$ cat config.mk
export PLATFORM = sky130hd
export DESIGN_NAME = apb_mem_completer
export DESIGN_NICKNAME = d
export VERILOG_FILES = /design/src/rtl/apb_pkg.sv /design/src/rtl/apb_access_checker.sv /design/src/rtl/apb_mem_completer.sv
export SDC_FILE = /design/constraint.sdc
export NUM_CORES = 1
export LEC_CHECK = 0
export BUFFER_PORTS_ARGS = -buffer_cell sky130_fd_sc_hd__buf_2
export CORE_UTILIZATION = 29
export CTS_BUF_LIST = sky130_fd_sc_hd__clkbuf_16
export DETAILED_ROUTE_END_ITERATION = 12
export PLACE_DENSITY_LB_ADDON = 0.1
export SYNTH_ARGS = -nofsm -noshare
export SYNTH_HDL_FRONTEND = slang
export SYNTH_SLANG_ARGS = --single-unit
$ cat constraint.sdc
create_clock -name PCLK -period 2.6 [get_ports PCLK]
set_input_delay 0.39 -clock PCLK [delete_from_list [all_inputs] [get_ports PCLK]]
set_output_delay 0.39 -clock PCLK [all_outputs]
set_load 0.01 [all_outputs]
$ cat src/rtl/apb_pkg.sv
// Shared types for the APB memory completer: FSM states, error causes and default bus widths.
package apb_pkg;

    localparam int APB_ADDR_WIDTH = 32;
    localparam int APB_DATA_WIDTH = 32;

    typedef enum logic [2:0] {
        IDLE,
        REQ,
        WAIT_RSP,
        DONE,
        DRAIN
    } completer_state_e;

    typedef enum logic [2:0] {
        ERR_NONE,
        ERR_RANGE,
        ERR_ALIGN,
        ERR_STRB,
        ERR_PROT,
        ERR_BACKEND,
        ERR_TIMEOUT
    } slverr_cause_e;

endpackage

$ cat src/rtl/apb_access_checker.sv
// Combinational access filter: decodes the memory window and flags range, alignment,
// read-strobe and privilege violations, reporting the first one found.
module apb_access_checker
    import apb_pkg::*;
#(
    parameter int                    ADDR_WIDTH = APB_ADDR_WIDTH,
    parameter int                    STRB_WIDTH = APB_DATA_WIDTH / 8,
    parameter logic [ADDR_WIDTH-1:0] MEM_BASE   = '0,
    parameter int unsigned           MEM_SIZE   = 4096,
    parameter bit                    PRIV_ONLY  = 1'b0
) (
    input  logic [ADDR_WIDTH-1:0] addr,
    input  logic                  write,
    input  logic [STRB_WIDTH-1:0] strb,
    input  logic                  prot_priv,
    output logic [ADDR_WIDTH-1:0] offset,
    output slverr_cause_e         cause
);

    // One extra bit so an address below MEM_BASE wraps to a value past the window.
    logic [ADDR_WIDTH:0] offset_wide;
    logic                in_range;

    assign offset_wide = {1'b0, addr} - {1'b0, MEM_BASE};
    assign in_range    = offset_wide < (ADDR_WIDTH + 1)'(MEM_SIZE);
    assign offset      = offset_wide[ADDR_WIDTH-1:0];

    always_comb begin
        cause = ERR_NONE;
        if (!in_range) begin
            cause = ERR_RANGE;
        end else if (addr[1:0] != 2'b00) begin
            cause = ERR_ALIGN;
        end else if (!write && (strb != '0)) begin
            cause = ERR_STRB;
        end else if (PRIV_ONLY && !prot_priv) begin
            cause = ERR_PROT;
        end
    end

endmodule

$ cat src/rtl/apb_mem_completer.sv
// APB4 completer that turns bus transfers into a valid/ready backend request and waits for a
// one-cycle response, with access checking, PSLVERR generation and a backend timeout.
module apb_mem_completer
    import apb_pkg::*;
#(
    parameter int                    ADDR_WIDTH     = APB_ADDR_WIDTH,
    parameter int                    DATA_WIDTH     = APB_DATA_WIDTH,
    parameter logic [ADDR_WIDTH-1:0] MEM_BASE       = '0,
    parameter int unsigned           MEM_SIZE       = 4096,
    parameter bit                    PRIV_ONLY      = 1'b0,
    parameter int unsigned           TIMEOUT_CYCLES = 16
) (
    input  logic                    PCLK,
    input  logic                    PRESET,
    input  logic                    PSEL,
    input  logic                    PENABLE,
    input  logic                    PWRITE,
    input  logic [ADDR_WIDTH-1:0]   PADDR,
    input  logic [DATA_WIDTH-1:0]   PWDATA,
    input  logic [DATA_WIDTH/8-1:0] PSTRB,
    input  logic [2:0]              PPROT,
    output logic                    PREADY,
    output logic [DATA_WIDTH-1:0]   PRDATA,
    output logic                    PSLVERR,
    output logic                    req_valid,
    input  logic                    req_ready,
    output logic                    req_write,
    output logic [ADDR_WIDTH-1:0]   req_addr,
    output logic [DATA_WIDTH-1:0]   req_wdata,
    output logic [DATA_WIDTH/8-1:0] req_strb,
    input  logic                    rsp_valid,
    input  logic [DATA_WIDTH-1:0]   rsp_rdata,
    input  logic                    rsp_err
);

    localparam int          STRB_WIDTH = DATA_WIDTH / 8;
    localparam int          CNT_W      = (TIMEOUT_CYCLES > 1) ? $clog2(TIMEOUT_CYCLES) : 1;
    localparam int unsigned TO_LAST    = (TIMEOUT_CYCLES > 0) ? TIMEOUT_CYCLES - 1 : 0;

    completer_state_e        state, state_n;
    slverr_cause_e           cause_q, cause_n, chk_cause;
    logic [CNT_W-1:0]        cnt, cnt_n;
    logic                    drain_q, drain_n;
    logic                    pend_q, pend_n;
    logic [DATA_WIDTH-1:0]   rdata_n;
    logic [ADDR_WIDTH-1:0]   chk_offset;
    logic                    capture;
    logic                    setup;
    logic                    timeout_hit;
    logic                    unused_prot;

    assign setup       = PSEL && !PENABLE;
    assign timeout_hit = (TIMEOUT_CYCLES != 0) && (cnt == CNT_W'(TO_LAST));
    assign unused_prot = ^PPROT[2:1];

    apb_access_checker #(
        .ADDR_WIDTH(ADDR_WIDTH),
        .STRB_WIDTH(STRB_WIDTH),
        .MEM_BASE  (MEM_BASE),
        .MEM_SIZE  (MEM_SIZE),
        .PRIV_ONLY (PRIV_ONLY)
    ) u_checker (
        .addr     (PADDR),
        .write    (PWRITE),
        .strb     (PSTRB),
        .prot_priv(PPROT[0]),
        .offset   (chk_offset),
        .cause    (chk_cause)
    );

    always_ff @(posedge PCLK) begin
        if (PRESET) begin
            state     <= IDLE;
            cause_q   <= ERR_NONE;
            cnt       <= '0;
            drain_q   <= 1'b0;
            pend_q    <= 1'b0;
            PREADY    <= 1'b0;
            PSLVERR   <= 1'b0;
            PRDATA    <= '0;
            req_valid <= 1'b0;
            req_write <= 1'b0;
            req_addr  <= '0;
            req_wdata <= '0;
            req_strb  <= '0;
        end else begin
            state     <= state_n;
            cause_q   <= cause_n;
            cnt       <= cnt_n;
            drain_q   <= drain_n;
            pend_q    <= pend_n;
            // Bus-facing outputs are registered from the next state so they are glitch-free.
            PREADY    <= (state_n == DONE);
            PSLVERR   <= (state_n == DONE) && (cause_n != ERR_NONE);
            PRDATA    <= ((state_n == DONE) && (cause_n == ERR_NONE)) ? rdata_n : '0;
            req_valid <= (state_n == REQ);
            if (capture) begin
                req_write <= PWRITE;
                req_addr  <= chk_offset;
                req_wdata <= PWDATA;
                req_strb  <= PSTRB;
            end
        end
    end

    always_comb begin
        state_n = state;
        cause_n = cause_q;
        cnt_n   = '0;
        drain_n = drain_q;
        pend_n  = pend_q;
        rdata_n = '0;
        capture = 1'b0;
        unique case (state)
            IDLE: begin
                if (setup) begin
                    capture = 1'b1;
                    cause_n = chk_cause;
                    state_n = (chk_cause == ERR_NONE) ? REQ : DONE;
                end
            end
            REQ: begin
                if (timeout_hit) begin
                    state_n = DONE;
                    cause_n = ERR_TIMEOUT;
                    drain_n = req_ready;
                end else begin
                    cnt_n = cnt + CNT_W'(1);
                    if (req_ready) state_n = WAIT_RSP;
                end
            end
            WAIT_RSP: begin
                if (rsp_valid) begin
                    state_n = DONE;
                    cause_n = rsp_err ? ERR_BACKEND : ERR_NONE;
                    rdata_n = req_write ? '0 : rsp_rdata;
                end else if (timeout_hit) begin
                    state_n = DONE;
                    cause_n = ERR_TIMEOUT;
                    drain_n = 1'b1;
                end else begin
                    cnt_n = cnt + CNT_W'(1);
                end
            end
            DONE: begin
                state_n = drain_q ? DRAIN : IDLE;
            end
            DRAIN: begin
                // A setup phase arriving here is parked until the stale response is swallowed.
                if (setup && !pend_q) begin
                    capture = 1'b1;
                    cause_n = chk_cause;
                    pend_n  = 1'b1;
                end
                if (rsp_valid) begin
                    drain_n = 1'b0;
                    pend_n  = 1'b0;
                    if (pend_q || setup) begin
                        state_n = (cause_n == ERR_NONE) ? REQ : DONE;
                    end else begin
                        state_n = IDLE;
                    end
                end
            end
            default: state_n = IDLE;
        endcase
    end

endmodule

==> metrics.csv, run 1 <==
metric,value,unit
wl_per_cell,12.9,um
hold_class,primary input to flip-flop,
drtPass1Iterations,4,
initial_core_util,29.9,%
area_growth_syn_to_layout,42.0,%
vias,4090,
globalplace.congestion,0.819,
synth.net_count,607,
design.core.area,14000,um2
ant_nets,0,
vias_per_cell,4.59,
netlist_instances,495,
min_to,PRDATA[15],
syn_area,4190,um2
hold_path.startpoint,rsp_rdata[15],
cts_tree,done,
p_leak,2.76,nW
drive_above_1_share,36.0,%
cap_violations,0,
post-cts-setup-buffers,0,
timing.final.crit_share,88.0,%
worstMarginPinSlew,583,ps
timing.critical_path.buf_inv,0,
pre_cts_ws,255,ps
num-fill-cells,1476,
final_common_cell,buf_2,
synth-seq-area-share,55.4,%
dp_cells,860,
cts_root_buffer,clkbuf_16,
slew_viol_final,0,
nets,811,
drc,0,
relSlewSlack,61.1,%
port_buffers,211,
post_synth.cell_area_avg,8.46,um2
synth_edf_count,0,
antenna_found_initial,0,
cp_max_fo,12,
dieArea,14900,um2
rows,43,
drt-total-wl,11500,um
status,completed,
clkTransAtPathRegs,50,ps
grt_pass1_vias,3677,
cts.sinks,116,
grt_first_pass_wirelength,17600,um
drtIter0Drc,110,
async_flop_share,0,%
rr_endpoint,PRDATA[1],
yosysWarnings,0,
crit_path_start_kind,flip-flop,
cts_buffers,17,
clk_path_buf_depth,2,
peakVddDrop,424,uV
postLayoutSetupSlackWorst,312,ps
die_width,122,um
setup_violations,0,
cts_hold_buf,0,
whs,177,ps
required,2950,ps
fin_crit,2290,ps
ctsResizeCount,0,
path_cells,nand2b_1 -> o21ai_1 -> a311oi_1 -> o22ai_1 -> a211oi_1 -> and3_1,
ys_ff_latch,116,
grt_max_degree,57,
grtUsageTotal,15.4,%
worst-r2r-cell-count,6,
cpPeakStageDelay,600,ps
skew,7.29,ps
rr_startpoint,state[0],
power-per-cell-area,751,nW/um2
tns,0,ps
mostFrequentLayoutCells,"buf_2 (211), nand2_1 (147), dfxtp_1 (116)",
yosys.area.top_type,dfxtp_1,
cp-end-kind,flip-flop,
whs_path_depth,2,
ys_types,46,
htree_levels,4,
grt.overflow.total,0,
yosys-top-cells-area,"dfxtp_1 (55%), nand2_1 (13%), a21oi_1 (9.1%), and2_1 (4.5%), clkbuf_1 (2.0%)",
clock.fmax,437,MHz
crit_slowest_cell,dfxtp_1,
clk_latency,410,ps
io_pins,215,
antenna_cells,0,
synth_ff_type,dfxtp_1,
hpwl,8040,um
cp_data_arrival_time,2640,ps
path_delay_family,compound AO/OA/AOI/OAI gates,
crit_type,flip-flop to flip-flop,
timing.reg2reg.setup_slack,310,ps
die-height,122,um
grt_setup_unrepaired,no,
yosysTopAreaCellShare,55.4,%
instances_no_fill,892,
hold_viol,0,
cells in the mapped netlist (2+ instances only):
cell type,number
or3_1,2
o22ai_1,2
nand2_1,147
and3_1,6
nor2_1,9
o21ai_1,3
a31oi_1,4
nand3_1,6
nor3_1,10
nor4_1,9
clkbuf_1,22
nor2b_1,3
dfxtp_1,116
inv_1,5
o211ai_1,3
a211oi_1,4
a21oi_1,76
buf_2,9
a21o_1,2
and2_1,30
a311oi_1,2
layer usage:
metal  routed length [um]  share of wire, %  track usage [%]
met1                 5060                44             18.8
met2                 5340                46             23.7
met3                 1040               9.0             6.23
met4                   84              0.73             6.86
met5                    0                 0                0
worst max path at each step:
stage | cells after the start | to | slack, ps | start
2_1_floorplan | 7 | PRDATA[11] | 720 | rsp_valid
3_3_place_gp | 7 | PRDATA[11] | 320 | PADDR[23]
3_5_place_dp | 7 | PRDATA[1] | 260 | PADDR[23]
4_1_cts | 6 | PRDATA[1] | 360 | state[0]
5_1_grt | 6 | PRDATA[11] | 130 | state[0]
6_report | 6 | PRDATA[1] | 310 | state[0]
final cells by class:
cell class / instances / area, um2 / share of cell area (%)
well taps: 180 / 225 / 3.79
multi-input cells: 340 / 1700 / 28.7
inverters: 5 / 18.8 / 0.316
flip-flops and latches: 116 / 2320 / 39.0
repair buffers: 219 / 1130 / 19.0
clock buffers: 17 / 425 / 7.15
clock inverters: 15 / 123 / 2.06
sequential cells by signal, summed over array words and instances, names as in the netlist:
name,flops
req_addr,32
req_write,1
PRDATA,32
drain_q,1
state,3
PREADY,1
pend_q,1
req_wdata,32
req_strb,4
cause_q,3
PSLVERR,1
cnt,4
req_valid,1
per-stage QoR:
step	instance area (um2)	power (mW)	utilization, %
finish	5950	4.47	42.5
global route	5950	4.69	42.5
CTS	5950	4.55	42.5
detailed placement	5400	2.36	38.6
global placement	5400	2.35	38.6
floorplan	4190	2.16	-
kinds of logic (layout without fill, tap and decap cells):
logic type / after synthesis / count (layout) / share of synthesized area [%]
xor gates and xnor gates: 2 / 2 / 0.418
AOI/OAI and AO/OA: 103 / 103 / 14.0
muxes: 1 / 1 / 0.239
and+or+nand+nor: 233 / 233 / 25.5
buffers and inverters: 39 / 256 / 4.03
adders and majority gates: 1 / 1 / 0.299
DFF: 116 / 116 / 55.4
power by group:
group          internal (mW)  switching (mW)  total (mW)  leakage [nW]
clock                   1.38           0.772        2.15         0.279
combinational          0.182           0.247       0.429          1.54
sequential              1.85          0.0398        1.89         0.942
total                   3.41            1.06        4.47          2.76
Power figures use the tool's default switching activity.
==> run 2, diff against run 1 <==
--- a/config.mk
+++ b/config.mk
@@ -13,3 +13,4 @@
 export SYNTH_ARGS = -nofsm -noshare
 export SYNTH_HDL_FRONTEND = slang
 export SYNTH_SLANG_ARGS = --single-unit
+export TNS_END_PERCENT = 1
==> constraint.sdc (replaced) <==
create_clock -name PCLK -period 1.9 [get_ports PCLK]
set_input_delay 0.285 -clock PCLK [delete_from_list [all_inputs] [get_ports PCLK]]
set_output_delay 0.285 -clock PCLK [all_outputs]
set_load 0.01 [all_outputs]
==> metrics.csv, run 2 (same netlist as run 1, synthesis figures left out) <==
metric,value,unit
status,"complete, but fails checks",
violations,negative setup slack,
rr_startpoint,state[0],
clk_path_buf_depth,2,
clock.fmax,523,MHz
die_width,122,um
final_common_cell,buf_2,
skew,3.68,ps
drc,0,
grt_max_degree,80,
crit_path_start_kind,flip-flop,
dieArea,14900,um2
globalplace.congestion,0.838,
timing.critical_path.buf_inv,3,
antenna_cells,0,
cp_data_arrival_time,2260,ps
cts_buffers,17,
ant_nets,0,
hold_class,primary input to flip-flop,
cts_hold_buf,0,
drt-total-wl,11900,um
initial_core_util,29.9,%
cts_tree,done,
cts.sinks,116,
relSlewSlack,74.7,%
crit_path_frequent_cell,buf_4,
cts_root_buffer,clkbuf_16,
cap_violations,0,
grt.overflow.total,0,
timing.final.crit_share,101,%
tns,-12.7,ps
port_buffers,211,
rows,43,
m1WireLength,5260,um
drtIter0Drc,142,
die-height,122,um
grt_first_pass_wirelength,18500,um
area_growth_syn_to_layout,50.4,%
clkTransAtPathRegs,60,ps
drive_above_1_share,40.0,%
setup_violations,1,
io_pins,215,
reg_top3,"PRDATA: 32 flops, req_addr: 32 flops, req_wdata: 32 flops",
slew_viol_final,0,
cp-end-kind,flip-flop,
min_to,PRDATA[8],
drtPass1Iterations,5,
crit_slowest_cell,or3b_4,
rr_endpoint,drain_q,
worst-r2r-cell-count,8,
postLayoutSetupSlackWorst,-12.7,ps
clk_latency,410,ps
required,2240,ps
htree_levels,4,
grtUsageTotal,16.1,%
mostFrequentLayoutCells,"buf_2 (211), nand2_1 (147), dfxtp_1 (115)",
design.core.area,14000,um2
timing.reg2reg.setup_slack,-10,ps
hold_path.startpoint,rsp_rdata[8],
path_cells,buf_6 -> or3b_4 -> a211oi_4 -> buf_4 -> buf_4 -> a31oi_1 -> or3_1 -> a21oi_1,
peakVddDrop,648,uV
fin_crit,1910,ps
grt_pass1_vias,3908,
whs_path_depth,2,
hpwl,8210,um
cp_max_fo,4,
route.top_layer_used,met4,
path_delay_family,simple AND/OR/NAND/NOR gates,
worstMarginPinSlew,376,ps
vias_per_cell,4.55,
crit_type,flip-flop to flip-flop,
grt_setup_unrepaired,yes,
met2_length,5460,um
wl_met3,939,um
vias,4184,
wl_per_cell,12.9,um
p_total,6.48,mW
hold_viol,0,
p_leak,2.94,nW
nets,839,
cpPeakStageDelay,380,ps
antenna_found_initial,0,
power-per-cell-area,1030,nW/um2
-- run 2: cell count changes in the layout (fill, tap and decap cells not counted), moves of 2 or more --
cell | previous run | this run
clkinv_2 | 8 | 3
buf_6 | 0 | 2
buf_4 | 7 | 30
a211oi_1 | 4 | 2
buf_12 | 1 | 4
inv_6 | 0 | 2
clkinv_4 | 0 | 6
clkinv_1 | 3 | 0
-- run 2: layout make-up --
cell class / instances / area (um2)
Sequential cell: 116 / 2320
Inverter: 5 / 18.8
Clock inverter: 15 / 183
Fill cell: 1437 / 7690
Multi-Input combinational cell: 340 / 1740
Tap cell: 180 / 225
Timing Repair Buffer: 247 / 1380
Clock buffer: 17 / 425
-- run 2: power by group --
part | total, mW | switching [mW] | internal (mW) | leakage, nW
logic | 0.671 | 0.364 | 0.306 | 1.70
registers | 2.58 | 0.0458 | 2.53 | 0.943
clock network | 3.23 | 1.17 | 2.07 | 0.298
-- run 2: repair_timing --
item / 4_1_cts / 5_1_grt
hold endpoints to repair: 0 / 0
pin swaps: 7 / 2
gates resized for setup: 8 / 3
setup buffers: 1 / 0
setup endpoints to repair: 34 / 34
-- run 2: stage by stage --
stage / worst slack (ps) / util [%] / hold slack (ps) / instances / instance area [um2]
global route: -121 / 45.1 / 54.6 / 920 / 6300
floorplan: 124 / - / 407 / 495 / 4190
CTS: -55.4 / 45.0 / 46.6 / 920 / 6290
global placement: -267 / 40.3 / 439 / 887 / 5640
finish: -12.7 / 45.1 / 67.0 / 920 / 6300
detailed placement: -299 / 40.3 / 443 / 887 / 5640
-- run 2: worst max-delay path by stage --
stage	from	to	slack, ps	depth (start not counted)
2_1_floorplan	rsp_valid	PRDATA[11]	120	7
5_1_grt	state[0]	drain_q	-120	8
4_1_cts	state[0]	PRDATA[11]	-60	7
3_5_place_dp	PADDR[23]	PRDATA[11]	-300	7
6_report	state[0]	drain_q	-10	8
3_3_place_gp	PADDR[23]	PRDATA[11]	-270	7
-- run 2: per-layer routing --
layer / GRT usage (%) / vias up
met3: 6.65 / 18
li1: - / 2125
met5: 0 / -
met4: 7.09 / 0
met1: 19.1 / 1901
met2: 25.3 / 140
==> run 3, diff against run 2 <==
--- a/config.mk
+++ b/config.mk
@@ -10,6 +10,7 @@
 export CTS_BUF_LIST = sky130_fd_sc_hd__clkbuf_16
 export DETAILED_ROUTE_END_ITERATION = 12
 export PLACE_DENSITY_LB_ADDON = 0.1
+export SKIP_CTS_REPAIR_TIMING = 1
 export SYNTH_ARGS = -nofsm -noshare
 export SYNTH_HDL_FRONTEND = slang
 export SYNTH_SLANG_ARGS = --single-unit
==> constraint.sdc (replaced) <==
create_clock -name PCLK -period 2.2 [get_ports PCLK]
set_input_delay 0.33 -clock PCLK [delete_from_list [all_inputs] [get_ports PCLK]]
set_output_delay 0.33 -clock PCLK [all_outputs]
set_load 0.01 [all_outputs]
==> metrics.csv, run 3 (same netlist as run 1, synthesis figures left out) <==
metric,value,unit
status,completed,
antenna_cells,0,
cp-end-kind,flip-flop,
cts_tree,done,
cp_max_fo,10,
io_pins,215,
reg_top3,"PRDATA: 32 flops, req_addr: 32 flops, req_wdata: 32 flops",
vias,4107,
grt_setup_unrepaired,no,
cts_buffers,17,
num-fill-cells,1426,
drtPass1Iterations,4,
slew_viol_final,0,
grt_first_pass_wirelength,17900,um
clk_latency,410,ps
hold_viol,0,
setup_violations,0,
crit_path_start_kind,flip-flop,
initial_core_util,29.9,%
design.core.area,14000,um2
dieArea,14900,um2
mostFrequentLayoutCells,"buf_2 (211), nand2_1 (147), dfxtp_1 (116)",
final-seq-area,2320,um2
htree_levels,4,
skew,6.30,ps
clk_path_buf_depth,2,
grt_pass1_vias,3694,
die-height,122,um
timing.final.crit_share,94.3,%
placed_cell_area,5490,um2
cp_data_arrival_time,2420,ps
dp_cells,869,
clock.fmax,482,MHz
drc,0,
die_width,122,um
ant_nets,0,
vias_per_cell,4.56,
drtIter0Drc,174,
area_growth_syn_to_layout,44.8,%
relSlewSlack,62.6,%
drt-total-wl,11500,um
p_leak,2.82,nW
port_buffers,211,
crit_type,flip-flop to flip-flop,
design_area,6070,um2
hpwl,8190,um
antenna_found_initial,0,
globalplace.congestion,0.823,
instances_no_fill,900,
hold_class,primary input to flip-flop,
required,2540,ps
cap_violations,0,
p_total,5.42,mW
grt_max_degree,50,
multi_input_area,1710,um2
fin_crit,2070,ps
cts_root_buffer,clkbuf_16,
grt.overflow.total,0,
clkTransAtPathRegs,50,ps
cts.sinks,116,
wl_per_cell,12.8,um
nets,820,
peakVddDrop,515,uV
drive_above_1_share,36.9,%
rows,43,
grtUsageTotal,15.7,%
final_common_cell,buf_2,
power-per-cell-area,893,nW/um2
worstMarginPinSlew,562,ps
## run 3: changes by cell type in the layout (fill, tap and decap cells not counted), moves of 2 or more
cell,previous run,this run
clkinv_2,3,7
clkinv_1,0,3
buf_6,2,0
clkinv_4,6,0
buf_4,30,14
inv_6,2,0
## run 3: power by group
| group | internal (mW) | switching [mW] |
|---|---|---|
| clock network | 1.74 | 0.906 |
| logic | 0.237 | 0.305 |
| registers | 2.19 | 0.0405 |
| total | 4.17 | 1.25 |
## run 3: final timing paths
| check | from | to | cells past startpoint | slack (ps) |
|---|---|---|---|---|
| min reg2reg | req_addr[16] | req_addr[16] | 2 | 450 |
| max reg2reg | state[0] | PRDATA[1] | 8 | 130 |
| max | state[0] | PRDATA[1] | 8 | 130 |
| min | rsp_rdata[6] | PRDATA[6] | 2 | 120 |
## run 3: per-stage QoR
| step | setup slack, ps | TNS, ps | util [%] | hold WS (ps) |
|---|---|---|---|---|
| floorplan | 379 | 0 | - | 430 |
| global placement | -11.8 | -23.4 | 39.3 | 439 |
| detailed placement | -18.6 | -30.5 | 39.3 | 445 |
| CTS | 60.6 | 0 | 43.3 | 101 |
| global route | 9.34 | 0 | 43.4 | 101 |
| finish | 125 | 0 | 43.4 | 124 |
## run 3: final cells by class
| class | instances | share of cell area, % |
|---|---|---|
| repair buffers | 228 | 20.1 |
| inverters | 5 | 0.309 |
| clock inverters | 14 | 2.37 |
| multi-input cells | 340 | 28.2 |
| well taps | 180 | 3.71 |
| clock buffers | 17 | 7.01 |
| flip-flops and latches | 116 | 38.3 |
## run 3: layer usage
layer  GRT usage [%]  vias to the layer above  wire (um)
met5               0                        -          0
met4            7.77                        0        197
met3            5.85                       15        941
met2            23.8                      160       5260
met1            19.3                     1852       5150
li1                -                     2080          -
## run 3: critical path: stages, from the launching register on
cell and delay (ps):
dfxtp_1 390, buf_4 200, nor2_4 210, a31oi_1 120, a311oi_1 300, o22ai_1 190
a211oi_2 300, buf_4 170, and3_1 140
